$ cat src/rtl/alu_op_sequencer.sv
// alu_op_sequencer: issues operand/command pairs to a one's-complement ALU,
// waits out its negedge-capture/posedge-compute latency and returns decoded
// two's-complement results. MUL and DIV use two back-to-back ALU commands.
module alu_op_sequencer #(
    parameter int unsigned WAIT_CYCLES = 2
) (
    input  logic        clk,
    input  logic        reset,
    input  logic        req_valid,
    output logic        req_ready,
    input  logic [2:0]  req_op,
    input  logic [14:0] req_a,
    input  logic [14:0] req_b,
    output logic        rsp_valid,
    input  logic        rsp_ready,
    output logic [14:0] rsp_lo,
    output logic [14:0] rsp_hi,
    output logic        rsp_err,
    output logic [15:0] alu_a,
    output logic [15:0] alu_b,
    output logic [2:0]  alu_command,
    input  logic [14:0] alu_res
);

    localparam logic [2:0] OP_AND = 3'd2;
    localparam logic [2:0] OP_MUL = 3'd3;
    localparam logic [2:0] OP_DIV = 3'd4;

    localparam logic [2:0] CMD_MUL_HI = 3'd3;
    localparam logic [2:0] CMD_MUL_LO = 3'd4;
    localparam logic [2:0] CMD_DIV_Q  = 3'd5;
    localparam logic [2:0] CMD_DIV_R  = 3'd6;

    localparam int unsigned CW = (WAIT_CYCLES > 2) ? $clog2(WAIT_CYCLES) : 1;
    // ISSUE state already consumes one cycle, so the wait counter covers the rest
    localparam logic [CW-1:0] CNT_INIT = CW'(WAIT_CYCLES - 2);

    typedef enum logic [2:0] {IDLE, ISSUE1, WAIT1, ISSUE2, WAIT2, RESP} state_e;

    state_e        state_q, state_d;
    logic [CW-1:0] cnt_q, cnt_d;
    logic          err_q, err_d;
    logic [2:0]    op_q, op_d;
    logic [15:0]   alu_a_q, alu_a_d, alu_b_q, alu_b_d;
    logic [2:0]    alu_cmd_q, alu_cmd_d;
    logic          rsp_valid_q, rsp_valid_d, rsp_err_q, rsp_err_d;
    logic [14:0]   rsp_lo_q, rsp_lo_d, rsp_hi_q, rsp_hi_d;
    logic          req_err;
    logic [14:0]   res_dec;
    logic          two_step;

    // Two's complement -> ALU operand format (one's complement in [15:1], bit 0 clear)
    function automatic logic [15:0] enc(input logic [14:0] v);
        return {(v[14] ? (v - 15'd1) : v), 1'b0};
    endfunction

    // Request classification and result decoding
    always_comb begin
        req_err  = (req_op > OP_DIV) || ((req_op == OP_DIV) && (req_b == '0)) ||
                   (req_a == 15'h4000) || (req_b == 15'h4000);
        res_dec  = (op_q == OP_AND) ? alu_res : (alu_res[14] ? (alu_res + 15'd1) : alu_res);
        two_step = (op_q == OP_MUL) || (op_q == OP_DIV);
    end

    // Next-state and datapath updates
    always_comb begin
        state_d     = state_q;
        cnt_d       = cnt_q;
        err_d       = err_q;
        op_d        = op_q;
        alu_a_d     = alu_a_q;
        alu_b_d     = alu_b_q;
        alu_cmd_d   = alu_cmd_q;
        rsp_valid_d = rsp_valid_q;
        rsp_err_d   = rsp_err_q;
        rsp_lo_d    = rsp_lo_q;
        rsp_hi_d    = rsp_hi_q;
        unique case (state_q)
            IDLE: begin
                if (req_valid) begin
                    op_d    = req_op;
                    err_d   = req_err;
                    state_d = ISSUE1;
                    if (!req_err) begin
                        alu_a_d   = enc(req_a);
                        alu_b_d   = enc(req_b);
                        alu_cmd_d = (req_op == OP_MUL) ? CMD_MUL_HI :
                                    (req_op == OP_DIV) ? CMD_DIV_Q  : req_op;
                    end
                end
            end
            ISSUE1: begin
                if (err_q) begin
                    rsp_err_d   = 1'b1;
                    rsp_lo_d    = '0;
                    rsp_hi_d    = '0;
                    rsp_valid_d = 1'b1;
                    state_d     = RESP;
                end else begin
                    cnt_d   = CNT_INIT;
                    state_d = WAIT1;
                end
            end
            WAIT1: begin
                if (cnt_q != '0) begin
                    cnt_d = cnt_q - 1'b1;
                end else if (two_step) begin
                    if (op_q == OP_MUL) begin
                        rsp_hi_d  = res_dec;
                        alu_cmd_d = CMD_MUL_LO;
                    end else begin
                        rsp_lo_d  = res_dec;
                        alu_cmd_d = CMD_DIV_R;
                    end
                    state_d = ISSUE2;
                end else begin
                    rsp_lo_d    = res_dec;
                    rsp_hi_d    = '0;
                    rsp_err_d   = 1'b0;
                    rsp_valid_d = 1'b1;
                    state_d     = RESP;
                end
            end
            ISSUE2: begin
                cnt_d   = CNT_INIT;
                state_d = WAIT2;
            end
            WAIT2: begin
                if (cnt_q != '0) begin
                    cnt_d = cnt_q - 1'b1;
                end else begin
                    if (op_q == OP_MUL) rsp_lo_d = res_dec;
                    else                rsp_hi_d = res_dec;
                    rsp_err_d   = 1'b0;
                    rsp_valid_d = 1'b1;
                    state_d     = RESP;
                end
            end
            RESP: begin
                if (rsp_ready) begin
                    rsp_valid_d = 1'b0;
                    rsp_err_d   = 1'b0;
                    state_d     = IDLE;
                end
            end
            default: state_d = IDLE;
        endcase
    end

    // State and output registers with synchronous reset
    always_ff @(posedge clk) begin
        if (reset) begin
            state_q     <= IDLE;
            cnt_q       <= '0;
            err_q       <= 1'b0;
            op_q        <= '0;
            alu_a_q     <= '0;
            alu_b_q     <= '0;
            alu_cmd_q   <= '0;
            rsp_valid_q <= 1'b0;
            rsp_err_q   <= 1'b0;
            rsp_lo_q    <= '0;
            rsp_hi_q    <= '0;
        end else begin
            state_q     <= state_d;
            cnt_q       <= cnt_d;
            err_q       <= err_d;
            op_q        <= op_d;
            alu_a_q     <= alu_a_d;
            alu_b_q     <= alu_b_d;
            alu_cmd_q   <= alu_cmd_d;
            rsp_valid_q <= rsp_valid_d;
            rsp_err_q   <= rsp_err_d;
            rsp_lo_q    <= rsp_lo_d;
            rsp_hi_q    <= rsp_hi_d;
        end
    end

    assign req_ready   = (state_q == IDLE) && !reset;
    assign rsp_valid   = rsp_valid_q;
    assign rsp_err     = rsp_err_q;
    assign rsp_lo      = rsp_lo_q;
    assign rsp_hi      = rsp_hi_q;
    assign alu_a       = alu_a_q;
    assign alu_b       = alu_b_q;
    assign alu_command = alu_cmd_q;

endmodule

$ cat config.mk
export PLATFORM = sky130hd
export DESIGN_NAME = alu_op_sequencer
export DESIGN_NICKNAME = d
export VERILOG_FILES = /design/src/rtl/alu_op_sequencer.sv
export SDC_FILE = /design/constraint.sdc
export NUM_CORES = 1
export LEC_CHECK = 0
export ABC_AREA = 1
export BUFFER_PORTS_ARGS = -buffer_cell sky130_fd_sc_hd__buf_2
export CORE_ASPECT_RATIO = 1.1
export CORE_MARGIN = 4
export CORE_UTILIZATION = 25
export CTS_BUF_LIST = sky130_fd_sc_hd__clkbuf_8
export DETAILED_ROUTE_END_ITERATION = 16
export PLACE_DENSITY = 0.45
export SLEW_MARGIN = 20
export SYNTH_ARGS = -nofsm -noshare
export SYNTH_HDL_FRONTEND = slang
export SYNTH_SLANG_ARGS = --single-unit
export TNS_END_PERCENT = 5
$ cat constraint.sdc
create_clock -name clk -period 1.5 [get_ports clk]
set_input_delay 0.15 -clock clk [delete_from_list [all_inputs] [get_ports clk]]
set_output_delay 0.15 -clock clk [all_outputs]
set_load 0.05 [all_outputs]
# After elaboration in Yosys (flattened, before gate mapping)
# Cells that the tools add are included.
[classes]
addsub = 4
n_lt_le_gt_ge = 1
eq_ne = 25
mux = 43
bitwise_logic = 1
n_reduce_logical = 22
[op_table]
columns = ["operator", "count"]
rows = [
  ["two-way mux 15 bit", 13],
  ["case mux 15 bit (3 select lines)", 2],
  ["two-way mux 3 bit", 12],
  ["equality test 15 bit (second input constant)", 2],
  ["subtractor 15 x 1 -> 15 bit (second input constant)", 2],
  ["!= test 2 bit (second input constant)", 11],
  ["case mux 3 bit (6 select lines)", 1],
  ["AND reduction 6 bit", 3],
  ["adder 15 x 1 -> 15 bit (second input constant)", 1],
  ["equality test 3 x 2 -> 1 bit (second input constant)", 5],
  ["logical NOT 15 bit", 1],
  ["equality test 3 bit (second input constant)", 4],
  ["two-way mux 1 bit", 10],
  ["case mux 1 bit (4 select lines)", 2],
  ["!= test 3 bit (second input constant)", 2],
  ["case mux 3 bit (2 select lines)", 1],
  ["nonzero test 3 bit", 2],
  ["AND reduction 5 bit", 1],
  ["logical OR 1 bit", 4],
  ["AND reduction 2 bit", 2],
  ["AND reduction 4 bit", 1],
  ["nonzero test 4 bit", 1],
  ["equality test 3 x 1 -> 1 bit (second input constant)", 1],
  ["> comparator 3 bit (second input constant)", 1],
  ["10 further kinds", 11],
]
[word_totals]
regBits = 73
in_bits = 52
out_inout_bits = 68
wordCells = 107

# Longest topological paths before layout
# Gate-level depths: netlist of run 1.
[logic_depth]
ltp_word = 8
mapped_depth = 10
depth_no_buf = 10

# Least setup slack after synthesis of run 1
# No wires, ideal clock.
[synth_path]
path_kind = "register to output"
start = "register state_q[2]"
end = "output port req_ready"
t_arrival_ns = 1.265
t_required_ns = 1.350
slack_ns = 0.085
stages_incl_launch_ff = 4
n_path_buf = 0
path_cell_list = "dfxtp_1 -> nor2_4 -> nand2_1 -> nor2_1"
[synth_via]
elab_chain_len = 2
[synth_lines]
columns = ["item", "line", "source"]
rows = [
  ["start: declaration", "40", "state_e state_q, state_d;"],
  ["start signal: assignment", "165", "state_q <= state_d;"],
  ["logical NOT 3 bit", "179", "assign req_ready = (state_q == IDLE) && !reset;"],
  ["logical AND 1 bit", "179", ""],
  ["end: declaration", "10", "output logic req_ready,"],
]
# No other way between the ends.

# Final worst setup path of run 1
[layout_path]
start = "register state_q[2]"
end = "register alu_a_q[9], in the netlist alu_a[9]"
[layout_via]
elab_chain_len = 2
[layout_lines]
columns = ["item", "line", "source"]
rows = [
  ["logical NOT 3 bit", "78", "unique case (state_q)"],
  ["AND reduction 3 bit (no source line)", "--", ""],
  ["end signal: assignment", "169", "alu_a_q <= alu_a_d;"],
  ["end: declaration", "44", "logic [15:0] alu_a_q, alu_a_d, alu_b_q, alu_b_d;"],
]
# No other way between the ends.
# A chain may end at the register's enable or synchronous reset.

==> results of run 1 <==
==> critical path, cell delays in order, from the launching register on <==
cell and delay (ns):
dfxtp_2 0.34, nor2_4 0.11, nand2_2 0.08, nor2_4 0.12, buf_6 0.10, nand4_1 0.13
buf_6 0.17, buf_2 0.16, a21oi_1 0.13, nor2_1 0.06
==> metal layers <==
metal	vias up	GRT usage [%]	wire length (µm)
met1	1880	17.2	5640
met2	98	23.6	5900
met4	0	5.48	237
met5	-	0	0
li1	2227	-	-
met3	17	4.01	788
==> path summary, 6_finish.rpt <==
check,from,endpoint,slack (ns),cells after the start
max reg2reg,state_q[2]$_SDFFE_PP0P_,alu_a[9]$_SDFFE_PP0P_,0.004,9
max,state_q[2]$_SDFFE_PP0P_,alu_a[9]$_SDFFE_PP0P_,0.004,9
min,alu_res[14],rsp_hi[14]$_SDFFE_PP0P_,0.10,3
min reg2reg,rsp_hi[5]$_SDFFE_PP0P_,rsp_hi[5]$_SDFFE_PP0P_,0.46,2
==> through the flow <==
stage / cells / utilization (%) / setup slack (ns) / cell area, µm² / hold slack [ns]
floorplan: 576 / - / 0.0846 / 3880 / 0.307
global placement: 951 / 34.5 / -0.558 / 5220 / 0.446
detailed placement: 951 / 34.5 / -0.675 / 5220 / 0.451
global route: 970 / 37.2 / -0.120 / 5620 / 0.105
finish: 970 / 37.2 / 0.00449 / 5620 / 0.102
CTS: 968 / 36.7 / -0.106 / 5540 / 0.0756
==> cell families after synthesis <==
kind of cell | count (synthesis)
adder cells (fa/ha/maj) | 5
XOR/XNOR | 24
flip-flops | 72
other | 1
AND/OR/NAND/NOR | 297
buffers and inverters | 78
AO/OA/AOI/OAI | 98
==> final cells by class <==
cell class | count | share of cell area, %
clock buffers | 10 | 2.45
multi-input cells | 427 | 39.7
flip-flops and latches | 72 | 25.8
well taps | 196 | 4.37
clock inverters | 5 | 1.45
repair buffers | 202 | 22.4
inverters | 58 | 3.88
==> power groups by stage <==
| stage | registers, mW | logic, mW | clock network (mW) |
|---|---|---|---|
| final | 2.56 | 4.54 | 1.78 |
| after global routing | 2.62 | 4.95 | 1.90 |
| after CTS | 2.57 | 4.50 | 1.84 |
| after detailed placement | 2.59 | 4.31 | 0 |
| after global placement | 2.58 | 4.30 | 0 |
| after floorplan | 3.78 | 1.75 | 0 |
==> layout by cell type (no fill, tap or decap), types with 7 or more instances in the layout <==
master and n:
dfxtp_1 68, inv_1 52, buf_4 77, xor2_1 15, nand4_1 8, nor2_4 7, a21oi_1 48, nand3_1 32
xnor2_1 8, clkbuf_8 10, buf_2 118, o21ai_0 29, nand2_1 129, nor2_1 91
==> registers in the layout (all words and copies together) (netlist names) <==
name	flops
alu_command	3
state_q	3
op_q	3
rsp_lo	15
rsp_err	1
alu_a	15
alu_b	15
rsp_hi	15
err_q	1
rsp_valid	1
==> timing repair <==
item | in CTS | in global routing
buffers inserted | 0 | 1
setup endpoints to repair | 58 | 66
gates resized for setup | 25 | 17
pin swaps | 3 | 5
gates cloned | 2 | 1
==> impl_metrics.ini, run 1 <==
[timing]
min_period_ns = 1.50
fin_skew_ns = 0.0116
slew_violations = 0
setup-violations-final = 0
finalHoldViolCount = 0
timing.fmax_mhz = 669
fin_setup_tns_ns = 0
slew_headroom_pct = 64.8
rsz0062_at_grt = true
period_share_pct = 99.7
worstMarginPinSlew_ns = 0.527

[synth]
synth_top_family_by_area = simple AND/OR/NAND/NOR gates
syn_area_per_cell_um2 = 6.74
synth-edff-count = 0
synth_fa_ha_area_share_pct = 1.61
synth_area_leaders = dfxtp_1 (37%), nand2_1 (13%), nor2_1 (9.1%), a21oi_1 (6.6%), inv_1 (5.0%)
synthMuxAreaShare_pct = 0
yosys.area_share.simple_pct = 33.0
yosys_warnings = 0
synth-xor-area-share_pct = 5.43
synth-compound-area-share_pct = 14.0
synth_top_area_share_pct = 37.2
synthArstFlopShare_pct = 0
yosys.cell_count.top_type = nand2_1
synth.distinct_cells = 41
synth_top_cell_by_area = dfxtp_1
synth_ff_type = dfxtp_1
syn_inst = 575
synth-seq-cells = 72
seq_area_frac_synth_pct = 37.2
synth_common_cells = nand2_1 (130), nor2_1 (94), dfxtp_1 (72)
synth_area_mm2 = 0.00387

[floorplanning]
rows = 47
die_w_um = 127
dieArea_mm2 = 0.0176
chipHeight_um = 139
io_pins = 120
initial_core_util_pct = 25.6
core_area_mm2 = 0.0151

[min_path]
hp-class = in -> reg

[power]
seqPwrFrac_pct = 28.9
p_leak_nw = 2.70
clock_power_share_pct = 20.0
power_density_mw_per_mm2 = 1580
p_comb_share_pct = 51.1
p_int_mw = 4.81
fin_total_pwr_mw = 8.89
netSwitchingPower_mw = 4.08
swShare_pct = 45.9
ir_drop_v = 0.000720

[route]
vias_per_cell = 4.35
first_pass_iters = 4
wl_per_cell_um = 13.0
drc = 0
totalWireLength_um = 12600
postRouteAntennaNets = 0
num_vias = 4222
initialDrtViolationCount = 158

[clock_tree]
clock_sinks = 72
htreeDepth = 3
cts_buffers = 9
clock_latency_ns = 0.37
ctsHoldBuffers = 0
clock_path_buffers = 2
root_buffer = clkbuf_8
cts_tree = yes
cts.reportedPaths.clkPinSlew_ns = 0.08

[global_routing]
grt_use_total_pct = 14.1
grt_pass1_vias = 4322
antenna_found_initial = 0
grt_max_degree = 34
grt_pass1_wl_um = 20300
grt_overflow_total = 0

[worst_setup_path]
worst_ep_required_time_ns = 1.76
start_kind = flip-flop
cp.arrival_ns = 1.76
cp_max_fo = 6
crit_path_end_kind = flip-flop
setup.worst_path.class = reg -> reg

[final_layout]
regArea_mm2 = 0.00145
drive_gt1_share_pct = 34.4
antenna_cells = 0
syn_to_final_growth_pct = 45.0
filler_cell_count = 1629
fin_nets = 827
multi_input_area_mm2 = 0.00223

[run]
cap_violations = 0

[placement]
hpwlAfterDp_um = 9630
port_buffers = 117
routabilityCongestion = 0.841

[status]
outcome = finished, final reports clean
(Power assumes the default switching activity.)
==> run 2: changes to the inputs <==
Settings changed: CORE_UTILIZATION 25 to 50, PLACE_DENSITY 0.45 to 0.78.
==> impl_metrics.ini, run 2 (synthesis gave the netlist of run 1 again) <==
[status]
outcome = finished with violations
violations = setup timing

[clock_tree]
cts_tree = yes
clock_sinks = 72
cts_buffers = 9
root_buffer = clkbuf_8
cts.reportedPaths.clkPinSlew_ns = 0.08
clock_latency_ns = 0.35
ctsHoldBuffers = 0
clock_path_buffers = 2
htreeDepth = 3

[route]
num_vias = 4321
initialDrtViolationCount = 160
totalWireLength_um = 11200
first_pass_iters = 4
postRouteAntennaNets = 0
vias_per_cell = 5.11
drc = 0
wl_per_cell_um = 13.3

[floorplanning]
die_w_um = 91.9
chipHeight_um = 100
io_pins = 120
initial_core_util_pct = 51.5
core_area_mm2 = 0.00751
rows = 33
dieArea_mm2 = 0.00922

[worst_setup_path]
critPathMaxStageDelay_ns = 0.37
crit_slowest_cell = dfxtp_4
path_buf_inv = 3
cp_max_fo = 6
setup.worst_path.class = reg -> reg
worst_ep_required_time_ns = 1.78
path_common_cell = buf_6
cp.arrival_ns = 1.83
cp_cell_sequence = nor2_4, buf_6, nand2_8, nand2_4, buf_6, buf_6, nand2_2, a21oi_2, nand2_1, a21oi_2
critPathTopFamily = simple AND/OR/NAND/NOR gates
start_kind = flip-flop
crit_path_end_kind = flip-flop

[placement]
post-place-ws_ns = -0.0836
post-place-cells = 815
hpwlAfterDp_um = 7670
routabilityCongestion = 0.924
port_buffers = 117

[final_layout]
filler_cell_count = 618
layoutNonFillerInstCount = 845
regArea_mm2 = 0.00145
final_common_cell = nand2_1
antenna_cells = 0
fin_util_pct = 71.7
multi_input_area_mm2 = 0.00231
drive_gt1_share_pct = 34.5
final_cell_mix = nand2_1 (120), buf_2 (117), nor2_1 (91)
syn_to_final_growth_pct = 39.1
fin_nets = 792

[timing]
worst_slack_ns = -0.0460
setup-violations-final = 3
min_period_ns = 1.55
timing.fmax_mhz = 647
slew_violations = 0
period_share_pct = 103
fin_skew_ns = 0.00587
rsz0062_at_grt = true
finalHoldViolCount = 0
fin_setup_tns_ns = -0.0669

[global_routing]
antenna_found_initial = 0
grt_use_total_pct = 22.1
grt_pass1_vias = 3823
grt_overflow_total = 0
grt_max_degree = 34
grt_pass1_wl_um = 16700

[power]
power_density_mw_per_mm2 = 1690
p_leak_nw = 2.55
ir_drop_v = 0.00101

[run]
cap_violations = 0

[min_path]
hp-class = in -> reg
==> run 2: cell count changes in the layout (fill, tap and decap cells not counted), sizes merged <==
| cell | delta |
|---|---|
| clkinvlp | +1 |
| nor2 | -1 |
| clkbuf | +2 |
| buf | -38 |
| o21ai | +1 |
| inv | +1 |
==> run 2: repair_timing <==
| action | CTS | global route |
|---|---|---|
| gates resized for setup | 6 | 82 |
| setup endpoints to repair | 38 | 66 |
| buffers inserted | 0 | 8 |
| pin swaps | 0 | 21 |
| gates cloned | 0 | 6 |
==> run 2: where the power goes <==
| group | internal, mW | leakage, nW | switching (mW) | total [mW] |
|---|---|---|---|---|
| sequential | 2.34 | 0.589 | 0.268 | 2.60 |
| combinational | 1.61 | 1.86 | 3.15 | 4.76 |
| clock | 0.973 | 0.110 | 0.763 | 1.74 |
| total | 4.92 | 2.55 | 4.18 | 9.10 |
==> run 2: through the flow <==
| step | hold slack (ns) | total power, mW | cell area [µm²] |
|---|---|---|---|
| CTS | 0.0979 | 8.35 | 5010 |
| global placement | 0.447 | 6.49 | 4770 |
| global route | 0.0965 | 9.61 | 5390 |
| detailed placement | 0.452 | 6.56 | 4770 |
| floorplan | 0.307 | 5.53 | 3880 |
| finish | 0.0985 | 9.10 | 5390 |
==> run 2: layer usage <==
layer  vias to the layer above  track usage (%)  routed length [µm]
met5                         -                0                   0
met4                         0             9.03                 306
met3                        30             5.17                 704
met2                       140             37.9                5620
met1                      1992             26.6                4600
li1                       2159                -                   -
==> run 2: final timing paths <==
check	from	endpoint	slack, ns	cells past startpoint
max	state_q[0]$_SDFFE_PP0P_	rsp_lo[0]$_SDFFE_PP0P_	-0.05	10
min	reset	alu_a[13]$_SDFFE_PP0P_	0.1	2
max reg2reg	state_q[0]$_SDFFE_PP0P_	rsp_lo[0]$_SDFFE_PP0P_	-0.05	10
min reg2reg	rsp_hi[2]$_SDFFE_PP0P_	rsp_hi[2]$_SDFFE_PP0P_	0.46	2
==> run 2: area by class of cell <==
cell class / count / share of cell area (%)
Timing Repair inverter: 1 / 0.116
Clock buffer: 10 / 2.56
Clock inverter: 6 / 1.56
Tap cell: 105 / 2.44
Sequential cell: 72 / 26.9
Timing Repair Buffer: 166 / 19.3
Multi-Input combinational cell: 427 / 42.9
Inverter: 58 / 4.23
